## config.mk

```make
export PLATFORM = sky130hd
export DESIGN_NAME = imem_loader_flat
export DESIGN_NICKNAME = d
export VERILOG_FILES = /design/src/rtl/imem_loader_if.sv /design/src/rtl/imem_loader.sv /design/src/flat_wrapper.sv
export SDC_FILE = /design/constraint.sdc
export NUM_CORES = 1
export LEC_CHECK = 0
export CAP_MARGIN = 20
export CORE_MARGIN = 4
export CORE_UTILIZATION = 53
export CTS_CLUSTER_DIAMETER = 80
export DETAILED_ROUTE_END_ITERATION = 8
export MAX_ROUTING_LAYER = met4
export PLACE_DENSITY = 0.82
export SLEW_MARGIN = 20
export SYNTH_ARGS = -nofsm -noshare
export SYNTH_HDL_FRONTEND = slang
export SYNTH_SLANG_ARGS = --single-unit
```

## constraint.sdc

```tcl
create_clock -name clk -period 9.3 [get_ports clk]
set_input_delay 0.93 -clock clk [delete_from_list [all_inputs] [get_ports clk]]
set_output_delay 0.93 -clock clk [all_outputs]
set_load 0.005 [all_outputs]
```

## src/rtl/imem_loader_if.sv

```systemverilog
// imem_loader_if: instruction handshake and origin-load bus between program source and imem_loader
interface imem_loader_if;
  logic org_valid;
  logic [63:0] org_addr;
  logic in_valid;
  logic in_ready;
  logic [3:0] icode;
  logic [3:0] ifun;
  logic [3:0] rA;
  logic [3:0] rB;
  logic [63:0] valC;
  modport master(output org_valid, org_addr, in_valid, icode, ifun, rA, rB, valC, input in_ready);
  modport slave(input org_valid, org_addr, in_valid, icode, ifun, rA, rB, valC, output in_ready);
endinterface

```

## src/rtl/imem_loader.sv

```systemverilog
// imem_loader: Y86-64 program loader serializing decoded instructions into byte memory; LOADER_HALT_LOCK_EN locks after halt
module imem_loader #(
  parameter int MEM_SIZE = 2048,
  parameter logic [63:0] START_ADDR = 64'd0
) (
  input  logic clk,
  input  logic rst,
  imem_loader_if.slave bus,
  output logic wr_en,
  output logic [63:0] wr_addr,
  output logic [7:0] wr_data,
  output logic [63:0] next_pc,
  output logic inst_err,
  output logic imem_er,
  output logic busy
);
`ifdef LOADER_HALT_LOCK_EN
  localparam bit HALT_LOCK = 1'b1;
`else
  localparam bit HALT_LOCK = 1'b0;
`endif
  typedef enum logic [1:0] {IDLE, EMIT, ERR, HALTED} state_t;
  state_t state, state_n;
  logic [3:0] len, rem;
  logic [79:0] img;
  logic [71:0] sh;
  logic accept, bad, ovf, done, is_halt;
  assign len = (bus.icode == 4'd0 || bus.icode == 4'd1 || bus.icode == 4'd9) ? 4'd1 :
               (bus.icode == 4'd2 || bus.icode == 4'd6 || bus.icode == 4'd10 || bus.icode == 4'd11) ? 4'd2 :
               (bus.icode >= 4'd3 && bus.icode <= 4'd5) ? 4'd10 :
               (bus.icode == 4'd7 || bus.icode == 4'd8) ? 4'd9 : 4'd0;
  assign bad = len == 4'd0;
  assign ovf = ({1'b0, next_pc} + 65'(len)) > 65'(MEM_SIZE);
  assign img = (len == 4'd9) ? {bus.icode, bus.ifun, bus.valC, 8'h00}
                             : {bus.icode, bus.ifun, bus.rA, bus.rB, bus.valC};
  assign bus.in_ready = state == IDLE && !bus.org_valid;
  assign accept = bus.in_valid && bus.in_ready;
  assign done = rem == 4'd0;
  assign busy = state == EMIT;
  always_comb
    state_n = (state == IDLE && accept && !bad) ? (ovf ? ERR : EMIT) :
              (state == EMIT && done) ? ((HALT_LOCK && is_halt) ? HALTED : IDLE) : state;
  always_ff @(posedge clk or posedge rst)
    if (rst) state <= IDLE;
    else state <= state_n;
  always_ff @(posedge clk or posedge rst)
    if (rst) begin
      next_pc <= START_ADDR;
      wr_en <= 1'b0;
      wr_addr <= 64'd0;
      wr_data <= 8'd0;
      inst_err <= 1'b0;
      imem_er <= 1'b0;
      sh <= 72'd0;
      rem <= 4'd0;
      is_halt <= 1'b0;
    end else begin
      inst_err <= accept && bad;
      if (state == IDLE && bus.org_valid) next_pc <= bus.org_addr;
      if (accept && !bad && ovf) imem_er <= 1'b1;
      if (accept && !bad && !ovf) begin
        wr_en <= 1'b1;
        wr_addr <= next_pc;
        wr_data <= img[79:72];
        sh <= img[71:0];
        rem <= len - 4'd1;
        is_halt <= bus.icode == 4'd0;
      end
      if (state == EMIT) begin
        wr_en <= !done;
        if (done) next_pc <= wr_addr + 64'd1;
        else begin
          wr_addr <= wr_addr + 64'd1;
          wr_data <= sh[71:64];
          sh <= {sh[63:0], 8'h00};
          rem <= rem - 4'd1;
        end
      end
    end
endmodule

```

## src/flat_wrapper.sv

```systemverilog
// flat-port wrapper written by rule: the top's interface ports become plain ports
module imem_loader_flat 
#(
  parameter int MEM_SIZE = 2048,
  parameter logic [63:0] START_ADDR = 64'd0
)
  (clk, rst, wr_en, wr_addr, wr_data, next_pc, inst_err, imem_er, busy, bus_org_valid, bus_org_addr, bus_in_valid, bus_icode, bus_ifun, bus_rA, bus_rB, bus_valC, bus_in_ready);
  imem_loader_if bus_i ();
  input  logic clk;
  input  logic rst;
  output logic wr_en;
  output logic [63:0] wr_addr;
  output logic [7:0] wr_data;
  output logic [63:0] next_pc;
  output logic inst_err;
  output logic imem_er;
  output logic busy;
  input wire logic [$bits(bus_i.org_valid)-1:0] bus_org_valid;
  input wire logic [$bits(bus_i.org_addr)-1:0] bus_org_addr;
  input wire logic [$bits(bus_i.in_valid)-1:0] bus_in_valid;
  input wire logic [$bits(bus_i.icode)-1:0] bus_icode;
  input wire logic [$bits(bus_i.ifun)-1:0] bus_ifun;
  input wire logic [$bits(bus_i.rA)-1:0] bus_rA;
  input wire logic [$bits(bus_i.rB)-1:0] bus_rB;
  input wire logic [$bits(bus_i.valC)-1:0] bus_valC;
  output wire logic [$bits(bus_i.in_ready)-1:0] bus_in_ready;
  assign bus_i.org_valid = bus_org_valid;
  assign bus_i.org_addr = bus_org_addr;
  assign bus_i.in_valid = bus_in_valid;
  assign bus_i.icode = bus_icode;
  assign bus_i.ifun = bus_ifun;
  assign bus_i.rA = bus_rA;
  assign bus_i.rB = bus_rB;
  assign bus_i.valC = bus_valC;
  assign bus_in_ready = bus_i.in_ready;
  imem_loader #(.MEM_SIZE(MEM_SIZE), .START_ADDR(START_ADDR)) u_core (.clk(clk), .rst(rst), .bus(bus_i), .wr_en(wr_en), .wr_addr(wr_addr), .wr_data(wr_data), .next_pc(next_pc), .inst_err(inst_err), .imem_er(imem_er), .busy(busy));
endmodule
```

==> run_results.csv <==
group,metric,value,unit
detailed_routing,dr.pass1.iters,6,
global_route,grt_overflow,0,
detailed_routing,routed-via-count,13762,
place,dp_cells,2152,
synth,ys.flop_type,"dfrtp_1",
place,gp_congestion,1.01,
pwr,comb_power_share,0.300,
global_route,grt_pass1_vias,12960,
sta,tightest_slew,1.05,ns
synth,synth_nets,1786,
synth,synth.top_cells.by_area,"dfrtp_1 38%, mux2i_1 9.7%, mux2_2 5.6%",
clocking,postCtsSetupBuffers,0,
floorplan,core,0.0263,mm2
floorplan,placementRows,59,
clocking,h-tree-depth,1,
sta,fmax,163,MHz
synth,ys_ff_latch,217,
synth,synth_largest_area_cell,"dfrtp_1",
hold_path,hp-start,"u_core.imem_er",
final_layout,area_growth,26.2,%
place,place_ws,2.73,ns
worst_setup_path,crit_arrival,6.55,ns
final_layout,fin_util,0.685,
detailed_routing,final_antenna_net_count,0,
pwr,intPower,2.25,mW
floorplan,start_util,0.543,
worst_setup_path,cp-end-kind,"flip-flop",
floorplan,dieArea,0.0296,mm2
synth,syn-cell-area,0.0143,mm2
synth,synth.distinct_cells,75,
worst_setup_path,cp_max_fo,57,
worst_setup_path,worst_ep_required_time,9.71,ns
final_layout,nets,2002,
detailed_routing,routed_via_density,6.25,
hold_path,holdCritPathClass,"reg -> reg",
synth,synth_top_area_share,0.381,
sta,slew-limit-headroom,0.297,
job,drv_cap,0,
clocking,hold_buffers,0,
detailed_routing,wl,48300,um
global_route,grt_pass1_wl,73600,um
sta,period_share,0.660,
place,portBuffers,288,
synth,synth-edff-count,0,
global_route,grt_max_degree,144,
clocking,root_buffer,"clkbuf_16",
synth,post-synth-top-count-cell,"dfrtp_1",
pwr,p_seq_frac,0.415,
clocking,clockBufferDepth,3,
detailed_routing,drtIter0Drc,1504,
clocking,cts_tree,"done",
status,outcome,"finished, final reports clean",
synth,syn_inst,1630,
sta,hold_violations,0,
pwr,netSwitchingFraction,0.358,
worst_setup_path,worstReg2RegStart,"u_core.next_pc[0]",
pwr,peakVddDrop,0.000122,V
pwr,total_power,3.50,mW
synth,yosysSeqAreaShare,0.381,
floorplan,fp.dieW,172,um
synth,async_reset_ff_frac,1.00,
clocking,cts.sinks,217,
synth,synth_warnings,0,
worst_setup_path,crit_start,"bus_icode[1]",
pwr,power_switching,1.25,mW
detailed_routing,drcViolationCount,0,
sta,maxSlewViolCount,0,
sta,setup_tns,0,ns
final_layout,stdcell_count,2201,
sta,finalSetupViolations,0,
floorplan,die_h,172,um
worst_setup_path,crit_type,"in -> reg",
place,dpl.hpwl,35100,um
sta,final.setup_skew,0.0192,ns
synth,syn_area_per_cell,8.75,um2
pwr,p_leak,6.43,nW
clocking,path_clk_slew,0.06,ns
pwr,clkPwrFrac,0.285,
clocking,numCtsBuffers,25,
detailed_routing,wl_per_cell,22.0,um
pwr,p_per_area,195,mW/mm2
synth,synth.top_cells.by_count,"217 x dfrtp_1, 188 x nand2_1, 147 x nor2_1, 138 x mux2i_1, 125 x a21oi_1",
floorplan,io_pins,289,
global_route,antenna_found_initial,2,
clocking,cts_resized,0,
clocking,clock_latency,0.54,ns
worst_setup_path,critPathLaunchType,"input port",
sta,min_period,6.14,ns
sta,grt_setup_unrepaired,"false",
final_layout,drive_gt1_frac,0.0794,
sta,layout_setup_ws,3.16,ns
global_route,grtUsageTotal,0.322,
==> cell usage in the layout (no fill, tap or decap), types with 7 or more instances in the layout <==
| master | synthesis | routed |
|---|---|---|
| o21a_1 | 8 | 8 |
| nor2_1 | 147 | 146 |
| ha_1 | 7 | 7 |
| clkbuf_16 | 0 | 25 |
| and2_1 | 11 | 11 |
| dfrtp_1 | 217 | 217 |
| or4_1 | 9 | 9 |
| buf_4 | 4 | 12 |
| a21oi_1 | 125 | 125 |
| o31ai_1 | 9 | 9 |
| or3_1 | 7 | 7 |
| nand2b_1 | 15 | 14 |
| inv_1 | 35 | 34 |
| nor3_1 | 31 | 31 |
| nand3_1 | 58 | 58 |
| or2_2 | 10 | 10 |
| clkbuf_1 | 79 | 10 |
| xnor2_1 | 49 | 49 |
| nand4_1 | 39 | 39 |
| nor3b_1 | 8 | 7 |
| clkdlybuf4s50_1 | 0 | 288 |
| a41oi_1 | 7 | 7 |
| nand2_1 | 188 | 186 |
| a31oi_1 | 57 | 57 |
| nor4_1 | 24 | 24 |
| o21ai_0 | 22 | 22 |
| mux2_2 | 71 | 71 |
| and4_1 | 20 | 20 |
| and3_1 | 34 | 34 |
| o21ai_1 | 75 | 75 |
| mux2i_1 | 138 | 138 |
| xor2_1 | 27 | 27 |
==> area by class of cell <==
class	instances	area, um2
Antenna cell	2	5.00
Timing Repair Buffer	302	3030
Multi-Input combinational cell	1265	8150
Clock buffer	40	732
Fill cell	2104	8280
Sequential cell	217	5430
Tap cell	335	419
Clock inverter	5	90.1
Inverter	35	139
==> flip-flops by register name, indices dropped and copies added, names as in the netlist <==
signal,count
u_core.imem_er,1
u_core.inst_err,1
u_core.next_pc,64
u_core.rem,4
u_core.sh,72
u_core.state,2
u_core.wr_addr,64
u_core.wr_data,8
u_core.wr_en,1
==> logic make-up after synthesis <==
kind of cell | Yosys count | share of synthesized area
AO/OA/AOI/OAI | 349 | 0.146
multiplexers | 210 | 0.154
XOR/XNOR | 76 | 0.0467
adder cells (fa/ha/maj) | 8 | 0.00754
buffers and inverters | 148 | 0.0496
flip-flops | 217 | 0.381
AND/OR/NAND/NOR | 622 | 0.216
==> layer usage <==
metal  part of all wire  vias up  track usage
met1               0.43     6689        0.452
met4              0.027        0       0.0854
met3              0.089       84       0.0665
li1                   -     6340            -
met2               0.45      649        0.479
met5                  0        -            -
==> worst paths after layout <==
path / endpoint / slack [ns] / depth (start not counted)
setup / recovery: u_core.sh[41] / 3.16 / 17
hold / removal: u_core.imem_er / 0.47 / 1
setup reg to reg: u_core.sh[41] / 4.23 / 13
hold reg to reg: u_core.imem_er / 0.47 / 1
max in group asynchronous: u_core.sh[11] / 6.81 / 4
min in group asynchronous: u_core.wr_data[5] / 0.77 / 2
==> metrics by stage <==
| stage | hold WS (ns) | instance area (um2) |
|---|---|---|
| final | 0.473 | 18000 |
| after global routing | 0.503 | 18000 |
| after CTS | 0.481 | 17900 |
| after detailed placement | 0.464 | 17100 |
| after global placement | 0.451 | 17100 |
| after floorplan | 0.455 | 14300 |
==> critical path: stages <==
cell	delay, ns
clkdlybuf4s50_1	0.62
nor2_1	0.10
a31oi_1	0.31
inv_1	0.13
ha_1	0.24
fa_1	0.39
and2_1	0.24
a2bb2oi_1	0.18
a22oi_4	0.62
nor4b_2	0.34
nor3_1	0.10
o31ai_1	0.36
o211ai_1	0.16
and4b_4	0.64
buf_4	0.72
mux2i_1	0.31
o21ai_1	0.08
==> power groups by stage <==
stage               sequential (mW)  clock (mW)  combinational (mW)
finish                         1.45       0.997                1.05
global route                   1.47        1.05                1.14
CTS                            1.43        1.00                1.04
detailed placement             1.45           0                1.04
global placement               1.45           0                1.02
floorplan                      1.30           0               0.559
Power figures use the tool's default switching activity.
